## src/rtl/dbus_uart_pkg.sv

```systemverilog
// dbus_uart shared types: register offsets, bit positions, FSM states.
// Optional loopback build: define DBUS_UART_LOOPBACK_EN.
package dbus_uart_pkg;

    localparam logic [1:0] UART_DATA   = 2'd0;
    localparam logic [1:0] UART_STATUS = 2'd1;
    localparam logic [1:0] UART_DIV    = 2'd2;
    localparam logic [1:0] UART_CTRL   = 2'd3;

    localparam int ST_TX_EMPTY   = 0;
    localparam int ST_TX_FULL    = 1;
    localparam int ST_RX_VALID   = 2;
    localparam int ST_RX_FULL    = 3;
    localparam int ST_RX_OVERRUN = 4;
    localparam int ST_FRAME_ERR  = 5;
    localparam int ST_TX_DROP    = 6;

    localparam int CTRL_TX_IE    = 0;
    localparam int CTRL_FIFO_CLR = 1;
    localparam int CTRL_LOOPBACK = 2;

    typedef enum logic [1:0] {
        IDLE,
        START,
        DATA,
        STOP
    } uart_state_t;

endpackage

```

## src/rtl/if_dbus.sv

```systemverilog
// Data-bus interface between the J1 core (master) and its responders.
// Word addressed; read data is returned one cycle after re.
interface if_dbus;
    logic [15:0] adr;
    logic        re;
    logic        we;
    logic [15:0] dat_o;
    logic [15:0] dat_i;

    modport master (
        output adr, re, we, dat_o,
        input  dat_i
    );

    modport slave (
        input  adr, re, we, dat_o,
        output dat_i
    );
endinterface

```

## src/rtl/dbus_uart_sync_fifo.sv

```systemverilog
// Small synchronous FIFO with extra-MSB pointers and a clear strobe.
// Push when full and pop when empty are ignored.
module sync_fifo #(
    parameter int WIDTH = 8,
    parameter int DEPTH = 4
) (
    input  logic             clk,
    input  logic             reset_n,
    input  logic             clr,
    input  logic             push,
    input  logic [WIDTH-1:0] din,
    input  logic             pop,
    output logic [WIDTH-1:0] dout,
    output logic             full,
    output logic             empty
);
    localparam int AW = $clog2(DEPTH);
    localparam logic [AW:0] ONE = {{AW{1'b0}}, 1'b1};

    logic [AW:0]      wr_ptr;
    logic [AW:0]      rd_ptr;
    logic [WIDTH-1:0] mem [DEPTH];

    assign empty = (wr_ptr == rd_ptr);
    assign full  = (wr_ptr[AW] != rd_ptr[AW]) &&
                   (wr_ptr[AW-1:0] == rd_ptr[AW-1:0]);
    assign dout  = mem[rd_ptr[AW-1:0]];

    // Pointer advance; clear drops every stored entry at once.
    always_ff @(posedge clk) begin
        if (!reset_n || clr) begin
            wr_ptr <= '0;
            rd_ptr <= '0;
        end else begin
            if (push && !full)
                wr_ptr <= wr_ptr + ONE;
            if (pop && !empty)
                rd_ptr <= rd_ptr + ONE;
        end
    end

    // Entry storage, written only on an accepted push.
    always_ff @(posedge clk) begin
        if (push && !full)
            mem[wr_ptr[AW-1:0]] <= din;
    end
endmodule

```

## src/rtl/dbus_uart.sv

```systemverilog
// Memory-mapped 8N1 UART responder for the J1 data bus.
// Define DBUS_UART_LOOPBACK_EN to add the CTRL[2] internal loopback.
module dbus_uart
    import dbus_uart_pkg::*;
#(
    parameter logic [15:0] BASE_ADR  = 16'h2000,
    parameter int          TX_DEPTH  = 4,
    parameter int          RX_DEPTH  = 4,
    parameter logic [15:0] DIV_RESET = 16'd433
) (
    input  logic  clk,
    input  logic  reset_n,
    if_dbus.slave dbus,
    output logic  txd,
    input  logic  rxd,
    output logic  irq
);
    logic        hit;
    logic [1:0]  off;
    logic        rd_hit;
    logic        wr_hit;
    logic        wr_data;
    logic        wr_div;
    logic        wr_ctrl;
    logic        rd_data;
    logic        rd_status;
    logic        fifo_clr;

    logic [15:0] div;
    logic        tx_ie;
    logic [15:0] rdata;
    logic [15:0] rd_val;
    logic [15:0] status;
    logic [15:0] ctrl_rd;

    logic        rx_overrun;
    logic        frame_err;
    logic        tx_drop;

    logic        tx_push;
    logic        tx_pop;
    logic [7:0]  tx_dout;
    logic        tx_full;
    logic        tx_fifo_empty;
    logic        tx_empty;

    logic        rx_push;
    logic        rx_pop;
    logic [7:0]  rx_dout;
    logic        rx_full;
    logic        rx_empty;

    uart_state_t tx_state;
    logic [15:0] tx_cnt;
    logic [2:0]  tx_bit;
    logic [7:0]  tx_sh;
    logic        tx_line;

    uart_state_t rx_state;
    logic [15:0] rx_cnt;
    logic [15:0] rx_wait;
    logic [2:0]  rx_bit;
    logic [7:0]  rx_sh;
    logic        rx_in;
    logic        rx_s1;
    logic        rx_s2;
    logic        rx_prev;
    logic        rx_wait_hi;
    logic        rx_stop_now;
    logic        ovr_set;
    logic        ferr_set;

    assign hit    = (dbus.adr[15:2] == BASE_ADR[15:2]);
    assign off    = dbus.adr[1:0];
    assign rd_hit = dbus.re && hit;
    assign wr_hit = dbus.we && hit;

    assign wr_data   = wr_hit && (off == UART_DATA);
    assign wr_div    = wr_hit && (off == UART_DIV);
    assign wr_ctrl   = wr_hit && (off == UART_CTRL);
    assign rd_data   = rd_hit && (off == UART_DATA);
    assign rd_status = rd_hit && (off == UART_STATUS);
    assign fifo_clr  = wr_ctrl && dbus.dat_o[CTRL_FIFO_CLR];

`ifdef DBUS_UART_LOOPBACK_EN
    logic loop_en;

    // Loopback select bit, written through CTRL.
    always_ff @(posedge clk) begin
        if (!reset_n)
            loop_en <= 1'b0;
        else if (wr_ctrl)
            loop_en <= dbus.dat_o[CTRL_LOOPBACK];
    end

    assign txd     = loop_en ? 1'b1 : tx_line;
    assign rx_in   = loop_en ? tx_line : rxd;
    assign ctrl_rd = {13'b0, loop_en, 1'b0, tx_ie};
`else
    assign txd     = tx_line;
    assign rx_in   = rxd;
    assign ctrl_rd = {15'b0, tx_ie};
`endif

    assign tx_empty = tx_fifo_empty && (tx_state == IDLE);
    assign irq      = !rx_empty || (tx_empty && tx_ie);

    assign tx_push = wr_data && !tx_full;
    assign tx_pop  = !tx_fifo_empty && !fifo_clr &&
                     ((tx_state == IDLE) ||
                      (tx_state == STOP && tx_cnt == 16'd0));

    assign rx_pop      = rd_data && !rx_empty;
    assign rx_stop_now = (rx_state == STOP) && (rx_cnt == 16'd0);
    assign rx_push     = rx_stop_now && rx_s2 && !rx_full;
    assign ovr_set     = rx_stop_now && rx_s2 && rx_full;
    assign ferr_set    = rx_stop_now && !rx_s2;

    sync_fifo #(
        .WIDTH (8),
        .DEPTH (TX_DEPTH)
    ) u_tx_fifo (
        .clk     (clk),
        .reset_n (reset_n),
        .clr     (fifo_clr),
        .push    (tx_push),
        .din     (dbus.dat_o[7:0]),
        .pop     (tx_pop),
        .dout    (tx_dout),
        .full    (tx_full),
        .empty   (tx_fifo_empty)
    );

    sync_fifo #(
        .WIDTH (8),
        .DEPTH (RX_DEPTH)
    ) u_rx_fifo (
        .clk     (clk),
        .reset_n (reset_n),
        .clr     (fifo_clr),
        .push    (rx_push),
        .din     (rx_sh),
        .pop     (rx_pop),
        .dout    (rx_dout),
        .full    (rx_full),
        .empty   (rx_empty)
    );

    // Assemble the STATUS word from live flags and sticky bits.
    always_comb begin
        status                = '0;
        status[ST_TX_EMPTY]   = tx_empty;
        status[ST_TX_FULL]    = tx_full;
        status[ST_RX_VALID]   = !rx_empty;
        status[ST_RX_FULL]    = rx_full;
        status[ST_RX_OVERRUN] = rx_overrun;
        status[ST_FRAME_ERR]  = frame_err;
        status[ST_TX_DROP]    = tx_drop;
    end

    // Register read mux, always reflecting pre-write state.
    always_comb begin
        rd_val = '0;
        unique case (1'b1)
            (off == UART_DATA):
                rd_val = rx_empty ? 16'h0000 : {8'h80, rx_dout};
            (off == UART_STATUS):
                rd_val = status;
            (off == UART_DIV):
                rd_val = div;
            (off == UART_CTRL):
                rd_val = ctrl_rd;
        endcase
    end

    // Half-bit wait in clocks minus one, for centring RX samples.
    always_comb begin
        rx_wait = '0;
        if (div[0])
            rx_wait = div >> 1;
        else if (div >= 16'd2)
            rx_wait = (div >> 1) - 16'd1;
    end

    // Read data register: one cycle of data, zero otherwise.
    always_ff @(posedge clk) begin
        if (!reset_n)
            rdata <= '0;
        else
            rdata <= rd_hit ? rd_val : 16'h0000;
    end

    assign dbus.dat_i = rdata;

    // Writable control registers.
    always_ff @(posedge clk) begin
        if (!reset_n) begin
            div   <= DIV_RESET;
            tx_ie <= 1'b0;
        end else begin
            if (wr_div)
                div <= dbus.dat_o;
            if (wr_ctrl)
                tx_ie <= dbus.dat_o[CTRL_TX_IE];
        end
    end

    // Sticky error flags; a same-cycle set beats the read clear.
    always_ff @(posedge clk) begin
        if (!reset_n) begin
            rx_overrun <= 1'b0;
            frame_err  <= 1'b0;
            tx_drop    <= 1'b0;
        end else begin
            rx_overrun <= ovr_set || (rx_overrun && !rd_status);
            frame_err  <= ferr_set || (frame_err && !rd_status);
            tx_drop    <= (wr_data && tx_full) ||
                          (tx_drop && !rd_status);
        end
    end

    // TX shifter: start, 8 data bits LSB first, stop, chain next byte.
    always_ff @(posedge clk) begin
        if (!reset_n) begin
            tx_state <= IDLE;
            tx_line  <= 1'b1;
            tx_cnt   <= '0;
            tx_bit   <= '0;
            tx_sh    <= '0;
        end else begin
            unique case (tx_state)
                IDLE: begin
                    tx_line <= 1'b1;
                    if (tx_pop) begin
                        tx_sh    <= tx_dout;
                        tx_cnt   <= div;
                        tx_line  <= 1'b0;
                        tx_state <= START;
                    end
                end
                START: begin
                    if (tx_cnt == 16'd0) begin
                        tx_cnt   <= div;
                        tx_bit   <= '0;
                        tx_line  <= tx_sh[0];
                        tx_state <= DATA;
                    end else begin
                        tx_cnt <= tx_cnt - 16'd1;
                    end
                end
                DATA: begin
                    if (tx_cnt == 16'd0) begin
                        tx_cnt <= div;
                        if (tx_bit == 3'd7) begin
                            tx_line  <= 1'b1;
                            tx_state <= STOP;
                        end else begin
                            tx_bit  <= tx_bit + 3'd1;
                            tx_sh   <= {1'b0, tx_sh[7:1]};
                            tx_line <= tx_sh[1];
                        end
                    end else begin
                        tx_cnt <= tx_cnt - 16'd1;
                    end
                end
                STOP: begin
                    if (tx_cnt == 16'd0) begin
                        if (tx_pop) begin
                            tx_sh    <= tx_dout;
                            tx_cnt   <= div;
                            tx_line  <= 1'b0;
                            tx_state <= START;
                        end else begin
                            tx_state <= IDLE;
                        end
                    end else begin
                        tx_cnt <= tx_cnt - 16'd1;
                    end
                end
                default: tx_state <= IDLE;
            endcase
        end
    end

    // Two-flop synchronizer plus previous sample for edge detect.
    always_ff @(posedge clk) begin
        if (!reset_n) begin
            rx_s1   <= 1'b1;
            rx_s2   <= 1'b1;
            rx_prev <= 1'b1;
        end else begin
            rx_s1   <= rx_in;
            rx_s2   <= rx_s1;
            rx_prev <= rx_s2;
        end
    end

    // RX sampler: mid-bit sampling, glitch reject, framing check.
    always_ff @(posedge clk) begin
        if (!reset_n) begin
            rx_state   <= IDLE;
            rx_cnt     <= '0;
            rx_bit     <= '0;
            rx_sh      <= '0;
            rx_wait_hi <= 1'b0;
        end else begin
            unique case (rx_state)
                IDLE: begin
                    if (rx_wait_hi) begin
                        if (rx_s2)
                            rx_wait_hi <= 1'b0;
                    end else if (rx_prev && !rx_s2) begin
                        rx_cnt   <= rx_wait;
                        rx_state <= START;
                    end
                end
                START: begin
                    if (rx_cnt == 16'd0) begin
                        if (!rx_s2) begin
                            rx_cnt   <= div;
                            rx_bit   <= '0;
                            rx_state <= DATA;
                        end else begin
                            rx_state <= IDLE;
                        end
                    end else begin
                        rx_cnt <= rx_cnt - 16'd1;
                    end
                end
                DATA: begin
                    if (rx_cnt == 16'd0) begin
                        rx_cnt <= div;
                        rx_sh  <= {rx_s2, rx_sh[7:1]};
                        if (rx_bit == 3'd7)
                            rx_state <= STOP;
                        else
                            rx_bit <= rx_bit + 3'd1;
                    end else begin
                        rx_cnt <= rx_cnt - 16'd1;
                    end
                end
                STOP: begin
                    if (rx_cnt == 16'd0) begin
                        rx_wait_hi <= !rx_s2;
                        rx_state   <= IDLE;
                    end else begin
                        rx_cnt <= rx_cnt - 16'd1;
                    end
                end
                default: rx_state <= IDLE;
            endcase
        end
    end
endmodule

```

## src/flat_wrapper.sv

```systemverilog
// flat-port wrapper written by rule: the top's interface ports become plain ports
module dbus_uart_flat import dbus_uart_pkg::*;
#(
    parameter logic [15:0] BASE_ADR  = 16'h2000,
    parameter int          TX_DEPTH  = 4,
    parameter int          RX_DEPTH  = 4,
    parameter logic [15:0] DIV_RESET = 16'd433
)
  (clk, reset_n, txd, rxd, irq, dbus_adr, dbus_re, dbus_we, dbus_dat_o, dbus_dat_i);
  if_dbus dbus_i ();
  input  logic clk;
  input  logic reset_n;
  output logic txd;
  input  logic rxd;
  output logic irq;
  input wire logic [$bits(dbus_i.adr)-1:0] dbus_adr;
  input wire logic [$bits(dbus_i.re)-1:0] dbus_re;
  input wire logic [$bits(dbus_i.we)-1:0] dbus_we;
  input wire logic [$bits(dbus_i.dat_o)-1:0] dbus_dat_o;
  output wire logic [$bits(dbus_i.dat_i)-1:0] dbus_dat_i;
  assign dbus_i.adr = dbus_adr;
  assign dbus_i.re = dbus_re;
  assign dbus_i.we = dbus_we;
  assign dbus_i.dat_o = dbus_dat_o;
  assign dbus_dat_i = dbus_i.dat_i;
  dbus_uart #(.BASE_ADR(BASE_ADR), .TX_DEPTH(TX_DEPTH), .RX_DEPTH(RX_DEPTH), .DIV_RESET(DIV_RESET)) u_core (.clk(clk), .reset_n(reset_n), .dbus(dbus_i), .txd(txd), .rxd(rxd), .irq(irq));
endmodule
```

## config.mk

```make
export PLATFORM = sky130hd
export DESIGN_NAME = dbus_uart_flat
export DESIGN_NICKNAME = d
export VERILOG_FILES = /design/src/rtl/dbus_uart_pkg.sv /design/src/rtl/if_dbus.sv /design/src/rtl/dbus_uart_sync_fifo.sv /design/src/rtl/dbus_uart.sv /design/src/flat_wrapper.sv
export SDC_FILE = /design/constraint.sdc
export NUM_CORES = 1
export LEC_CHECK = 0
export ABC_AREA = 1
export CORE_MARGIN = 2
export CORE_UTILIZATION = 55
export CTS_CLUSTER_SIZE = 8
export DETAILED_ROUTE_END_ITERATION = 6
export GPL_ROUTABILITY_DRIVEN = 0
export HOLD_SLACK_MARGIN = 0.05
export PLACE_DENSITY_LB_ADDON = 0.2
export SLEW_MARGIN = 20
export SYNTH_ARGS = -nofsm -noshare
export SYNTH_HDL_FRONTEND = slang
export SYNTH_SLANG_ARGS = --single-unit
```

## constraint.sdc

```tcl
create_clock -name clk -period 5.9 [get_ports clk]
set_clock_uncertainty 0.1 [all_clocks]
set_input_delay 1.18 -clock clk [delete_from_list [all_inputs] [get_ports clk]]
set_output_delay 1.18 -clock clk [all_outputs]
set_load 0.005 [all_outputs]
```

## Word level (Yosys, flattened, before mapping)

Memory sizes are Yosys's and may differ from the RTL's. A register that Yosys moved wholly into a read port is not among the register bits.
Index checks and enable logic that the tools add are counted.
W data, S select, Z words.

| word-level totals | value |
|---|---|
| register bits | 111 |
| memory bits (writable) | 64 |
| word-level logic and storage cells | 198 |
| memories | 2 |

Memories:

| name | words | width | read ports | clocked after Yosys merged registers in | write ports | line | RTL |
|---|---|---|---|---|---|---|---|
| u_core.u_rx_fifo.mem | 4 | 8 | 1 | 1 | 1 | dbus_uart_sync_fifo.sv:22 | `logic [WIDTH-1:0] mem [DEPTH];` |
| u_core.u_tx_fifo.mem | 4 | 8 | 1 | 1 | 1 | dbus_uart_sync_fifo.sv:22 |  |

| cells by class | value |
|---|---|
| add/sub/neg operators | 9 |
| magnitude comparators | 1 |
| equality and inequality tests | 35 |
| muxes and demuxes | 63 |
| reduce and logical (&&, ||, !) cells | 65 |

Operators with widths:

| operator | count |
|---|---|
| $mux W16 | 12 |
| $pmux W16 S4 | 2 |
| $pmux W16 S3 | 1 |
| $logic_not A16 Y1 | 2 |
| $mux W2 | 16 |
| $mux W8 | 4 |
| $sub A16 B1 Y16 const B | 2 |
| $logic_and A1 B1 Y1 | 31 |
| $pmux W8 S3 | 1 |
| $mux W3 | 7 |
| $add A3 B1 Y3 const B | 6 |
| $ne A2 B2 Y1 const B | 9 |
| $ge A16 B2 Y1 const B | 1 |
| $pmux W2 S4 | 2 |
| $reduce_and A4 Y1 | 4 |
| $sub A15 B1 Y16 const B | 1 |
| $eq A14 B12 Y1 const B | 1 |
| $mux W1 | 14 |
| $ne A2 B1 Y1 const B | 7 |
| $eq A2 B2 Y1 const B | 6 |
| $pmux W3 S2 | 2 |
| $reduce_and A5 Y1 | 2 |
| $logic_not A1 Y1 | 8 |
| $eq A2 B1 Y1 const B | 3 |
| other kinds (14) | 29 |

## Longest topological paths before layout

| depth | value |
|---|---|
| depth after elaboration | 10 |
| gate-level depth with buffers | 13 |
| gate-level depth less buffers | 13 |

## Hierarchy

Synthesis repeated with hierarchy kept, for this count alone.

| second synthesis, totals | value |
|---|---|
| cell total of the unflattened synthesis | 1191 |
| area, all modules | 9421.5 um2 |

By module, submodules not included:

| module | instances | cells each | area an instance (um2) | seq. area each (um2) |
|---|---|---|---|---|
| dbus_uart | 1 | 886 | 6058.3 | 1981.9 |
| sync_fifo (u_core.u_rx_fifo) | 1 | 153 | 1692.9 | 1121.1 |
| sync_fifo (u_core.u_tx_fifo) | 1 | 152 | 1670.4 | 1121.1 |

## Least setup slack after synthesis

OpenSTA, ideal clock, no wires.

| path | value |
|---|---|
| path type | input to register |
| from | in dbus_adr[5] |
| to | mem u_core.u_tx_fifo.mem[0][0], enable pin |
| library setup time | 0.371 ns |
| arrival time | 2.328 ns |
| required time | 5.429 ns |
| slack | 3.101 ns |
| cell stages on the path | 7 |
| path buffers | 0 |
| path through | nor2_1 > nand3_1 > nor2_4 > nand2_1 > nor2_2 > nand2_2 > nor2_1 |

| between the ends | value |
|---|---|
| cells in the longest elaborated chain, start to end | 7 |

RTL lines:

| element | line | RTL |
|---|---|---|
| start, declared | flat_wrapper.sv:16 | `input wire logic [$bits(dbus_i.adr)-1:0] dbus_adr;` |
| $eq A14 B12 Y1 | dbus_uart.sv:73 | `assign hit = (dbus.adr[15:2] == BASE_ADR[15:2]);` |
| $logic_and A1 B1 Y1 | dbus_uart.sv:76 | `assign wr_hit = dbus.we && hit;` |
| $logic_and A1 B1 Y1 | dbus_uart.sv:78 | `assign wr_data = wr_hit && (off == UART_DATA);` |
| $logic_and A1 B1 Y1 | dbus_uart.sv:108 | `assign tx_push = wr_data && !tx_full;` |
| $logic_and A1 B1 Y1 | dbus_uart_sync_fifo.sv:44 | `if (push && !full)` |
| $mux W1 | dbus_uart_sync_fifo.sv:44 |  |
| $mux W1 (implied by the code) | dbus_uart_sync_fifo.sv:45 | `mem[wr_ptr[AW-1:0]] <= din;` |
| end, declared | dbus_uart_sync_fifo.sv:22 |  |

Every way passes these cells.

## Final worst setup path

| path | value |
|---|---|
| from | reg u_core.tx_state[1] |
| to | out irq |

| between the ends | value |
|---|---|
| cells in the longest elaborated chain, start to end | 4 |

RTL lines:

| element | line | RTL |
|---|---|---|
| start, declared | dbus_uart.sv:53 | `uart_state_t tx_state;` |
| start signal, assigned | dbus_uart.sv:225 | `tx_state <= IDLE;` |
| start signal, assigned | dbus_uart.sv:238 | `tx_state <= START;` |
| start signal, assigned | dbus_uart.sv:246 | `tx_state <= DATA;` |
| $logic_not A2 Y1 | dbus_uart.sv:105 | `assign tx_empty = tx_fifo_empty && (tx_state == IDLE);` |
| $logic_and A1 B1 Y1 | dbus_uart.sv:105 |  |
| $logic_and A1 B1 Y1 | dbus_uart.sv:106 | `assign irq = !rx_empty \|\| (tx_empty && tx_ie);` |
| $logic_or A1 B1 Y1 | dbus_uart.sv:106 |  |
| end, declared | flat_wrapper.sv:15 | `output logic irq;` |

Every way passes these cells.

==> reports/qor.yml <==
outcome:
  status: "finished, final reports clean"
setup_path:
  crit_slowest_cell: "clkdlybuf4s50_1"
  path_cells: "inv_1, ha_1, buf_4, nand3_1, o21ai_0, clkdlybuf4s50_1"
  cp-end-kind: "primary output"
  max_stage_delay_ps: 550
  critPathKind: "flop to primary output"
  arrival_ps: 2320
  crit_fanout: 28
  cp-start-kind: "flop"
  cp_data_required_time_ps: 4620
clock_network:
  cts_tree: "built"
  cts_repair_resize_count: 0
  postCtsSetupRepairBufs: 0
  cts_hold_buffers: 0
  clkTransAtPathRegs_ps: 70
  ctsLongestPathBuffers: 2
  htree_levels: 4
  cts-buffers-inserted: 17
  clock_latency_ps: 440
  clkSinkCount: 179
  clockRootBuffer: "clkbuf_16"
timing:
  worst_slack_ps: 2300
  fin_tns_setup_ps: 0
  period_minus_slack_ps: 3600
  setup_viol: 0
  worst_slew_pin_slew_ps: 805
  fmax_ghz: 0.278
  final_max_slew_viol_count: 0
  slew_headroom_pct: 46.1
  min_period_over_period_pct: 61.1
  rsz0062_at_grt: "false"
  hold_violations: 0
global_route:
  antenna_found_initial: 0
  grt_pass1_vias: 7718
  track_usage_pct: 27.0
  grt_pass1_wl_um: 38400
  overflow: 0
  grt_max_degree: 52
placed_design:
  port_buffers: 54
  pre_cts_slack_ps: 2030
  dp_cells: 1415
  hpwl_um: 16100
die:
  die_h_um: 134
  core-area_mm2: 0.0165
  start_util_pct: 56.2
  die_x_um: 134
  rows: 47
  dieArea_mm2: 0.0179
  ios: 55
detailed_routing:
  wl_per_cell_um: 16.3
  drtIter0Drc: 803
  num_vias: 8080
  ant_nets: 0
  routed_wl_um: 23600
  vias_per_cell: 5.58
  dr.pass1.iters: 5
  post-route-drc-count: 0
logic_synthesis:
  synthArstFlopShare_pct: 0
  ys.flop_type: "dfxtp_1"
  synth.avg_cell_area_um2: 7.85
  ys_types: 53
  synthCells: 1184
  syn-cell-area_mm2: 0.00929
  synth_edf_count: 64
  ys_warn_count: 0
  seq_area_frac_synth_pct: 45.5
  synth.net_count: 1247
  ys_ff_latch: 179
power:
  pwr-share-comb_pct: 39.1
  cellLeakagePower_nw: 4.11
  pwr_density_cell_mw_per_mm2: 422
  p_sw_w: 0.00184
  ir_drop_mv: 0.279
  internal_power_w: 0.00262
  pwr-share-clk_pct: 27.3
  switching_share_pct: 41.2
  p_seq_share_pct: 33.6
final_layout:
  final_nets: 1277
  synthToLayoutAreaGrowth_pct: 13.7
  num_antenna_cells: 0
  layout_commonest_cell: "nand2_1"
  instances_no_fill: 1447
  nFillCells: 1415
  layout_common_cells: "229 x nand2_1, 143 x nor2_1, 119 x inv_1, 115 x dfxtp_1, 95 x o21ai_0"
  drive_gt1_share_pct: 6.52
worst_hold_path:
  min_path_type: "flop to flop"
run:
  drv_cap: 0
[state kept, by name, summed over array words and instances (netlist names), 8 cells and up, named ones only]
register              flops
u_core.u_tx_fifo.mem     32
u_core.tx_sh              8
u_core.tx_cnt            16
u_core.u_rx_fifo.mem     32
u_core.rx_sh              8
u_core.div               16
u_core.rx_cnt            16
u_core.dbus.dat_i        16
[final cells by class]
cell class / instances / area, µm² / area share, %
clock buffers: 17 / 425 / 4.03
clock inverters: 15 / 218 / 2.06
inverters: 125 / 469 / 4.44
multi-input cells: 834 / 4390 / 41.6
flip-flops and latches: 179 / 4220 / 40.0
well taps: 220 / 275 / 2.60
repair buffers: 57 / 563 / 5.33
[stage by stage]
step	util [%]	cell area [µm²]	total power [W]	hold slack [ps]
5_1_grt	64.0	10600	0.00476	362
3_3_place_gp	60.1	9930	0.00319	316
6_report	64.0	10600	0.00446	341
4_1_cts	64.0	10600	0.00445	339
3_5_place_dp	60.1	9930	0.00322	307
2_1_floorplan	-	9290	0.00287	293
[metal layers]
layer	GRT usage [%]	part of all wire [%]	up-vias
li1	-	-	4042
met3	4.31	5.1	42
met2	46.9	50	248
met4	9.16	1.9	0
met5	0	0	-
met1	34.4	43	3748
[worst paths after layout]
check	from	end	slack [ps]	cells after the start
setup / recovery	u_core.tx_state[1]	irq	2300	6
hold / removal	u_core.rx_s1	u_core.rx_s2	340	1
setup reg to reg	u_core.rx_state[0]	u_core.rx_cnt[8]	3100	9
hold reg to reg	u_core.rx_s1	u_core.rx_s2	340	1
[power groups by stage]
| stage | Clock, W | Combinational (W) | Sequential, W |
|---|---|---|---|
| after floorplan | 0 | 0.00138 | 0.00149 |
| after global placement | 0 | 0.00167 | 0.00152 |
| after detailed placement | 0 | 0.00170 | 0.00152 |
| after CTS | 0.00123 | 0.00173 | 0.00150 |
| after global routing | 0.00127 | 0.00197 | 0.00151 |
| final | 0.00122 | 0.00175 | 0.00150 |
[critical path, delay by kind of cell, from the launching register on]
| family | cells | cell delay (ps) |
|---|---|---|
| compound gates | 1 | 230 |
| flops | 1 | 330 |
| fa+ha+maj | 1 | 160 |
| simple gates | 1 | 180 |
| buf+inv | 3 | 980 |
[cell usage after synthesis, drive strengths merged (3+ instances only)]
master  instances  share of area, %
nand2         242                10
nor2          154               6.8
inv           123               5.0
dfxtp         115                25
o21ai         104               5.7
a21oi          94               5.1
edfxtp         64                21
nand3          63               3.8
nor3           31               1.9
clkbuf         30               1.2
ha             26               3.5
nand4          24               1.8
xor2           21               2.0
buf            16              0.96
a211oi         15               1.3
xnor2          11               1.0
a31oi          10              0.67
o32ai           8              0.75
a32o            6              0.65
nor4            3              0.27
o211ai          3              0.24
o22ai           3              0.20
o31ai           3              0.24
or2             3              0.20
[cells by family after synthesis]
| kind of cell | synth area share (%) |
|---|---|
| fa+ha+maj | 3.50 |
| compound gates | 15.7 |
| buf+inv | 7.24 |
| simple gates | 25.1 |
| xor+xnor | 3.02 |
| flops | 45.5 |
Power figures use the tool's default switching activity.
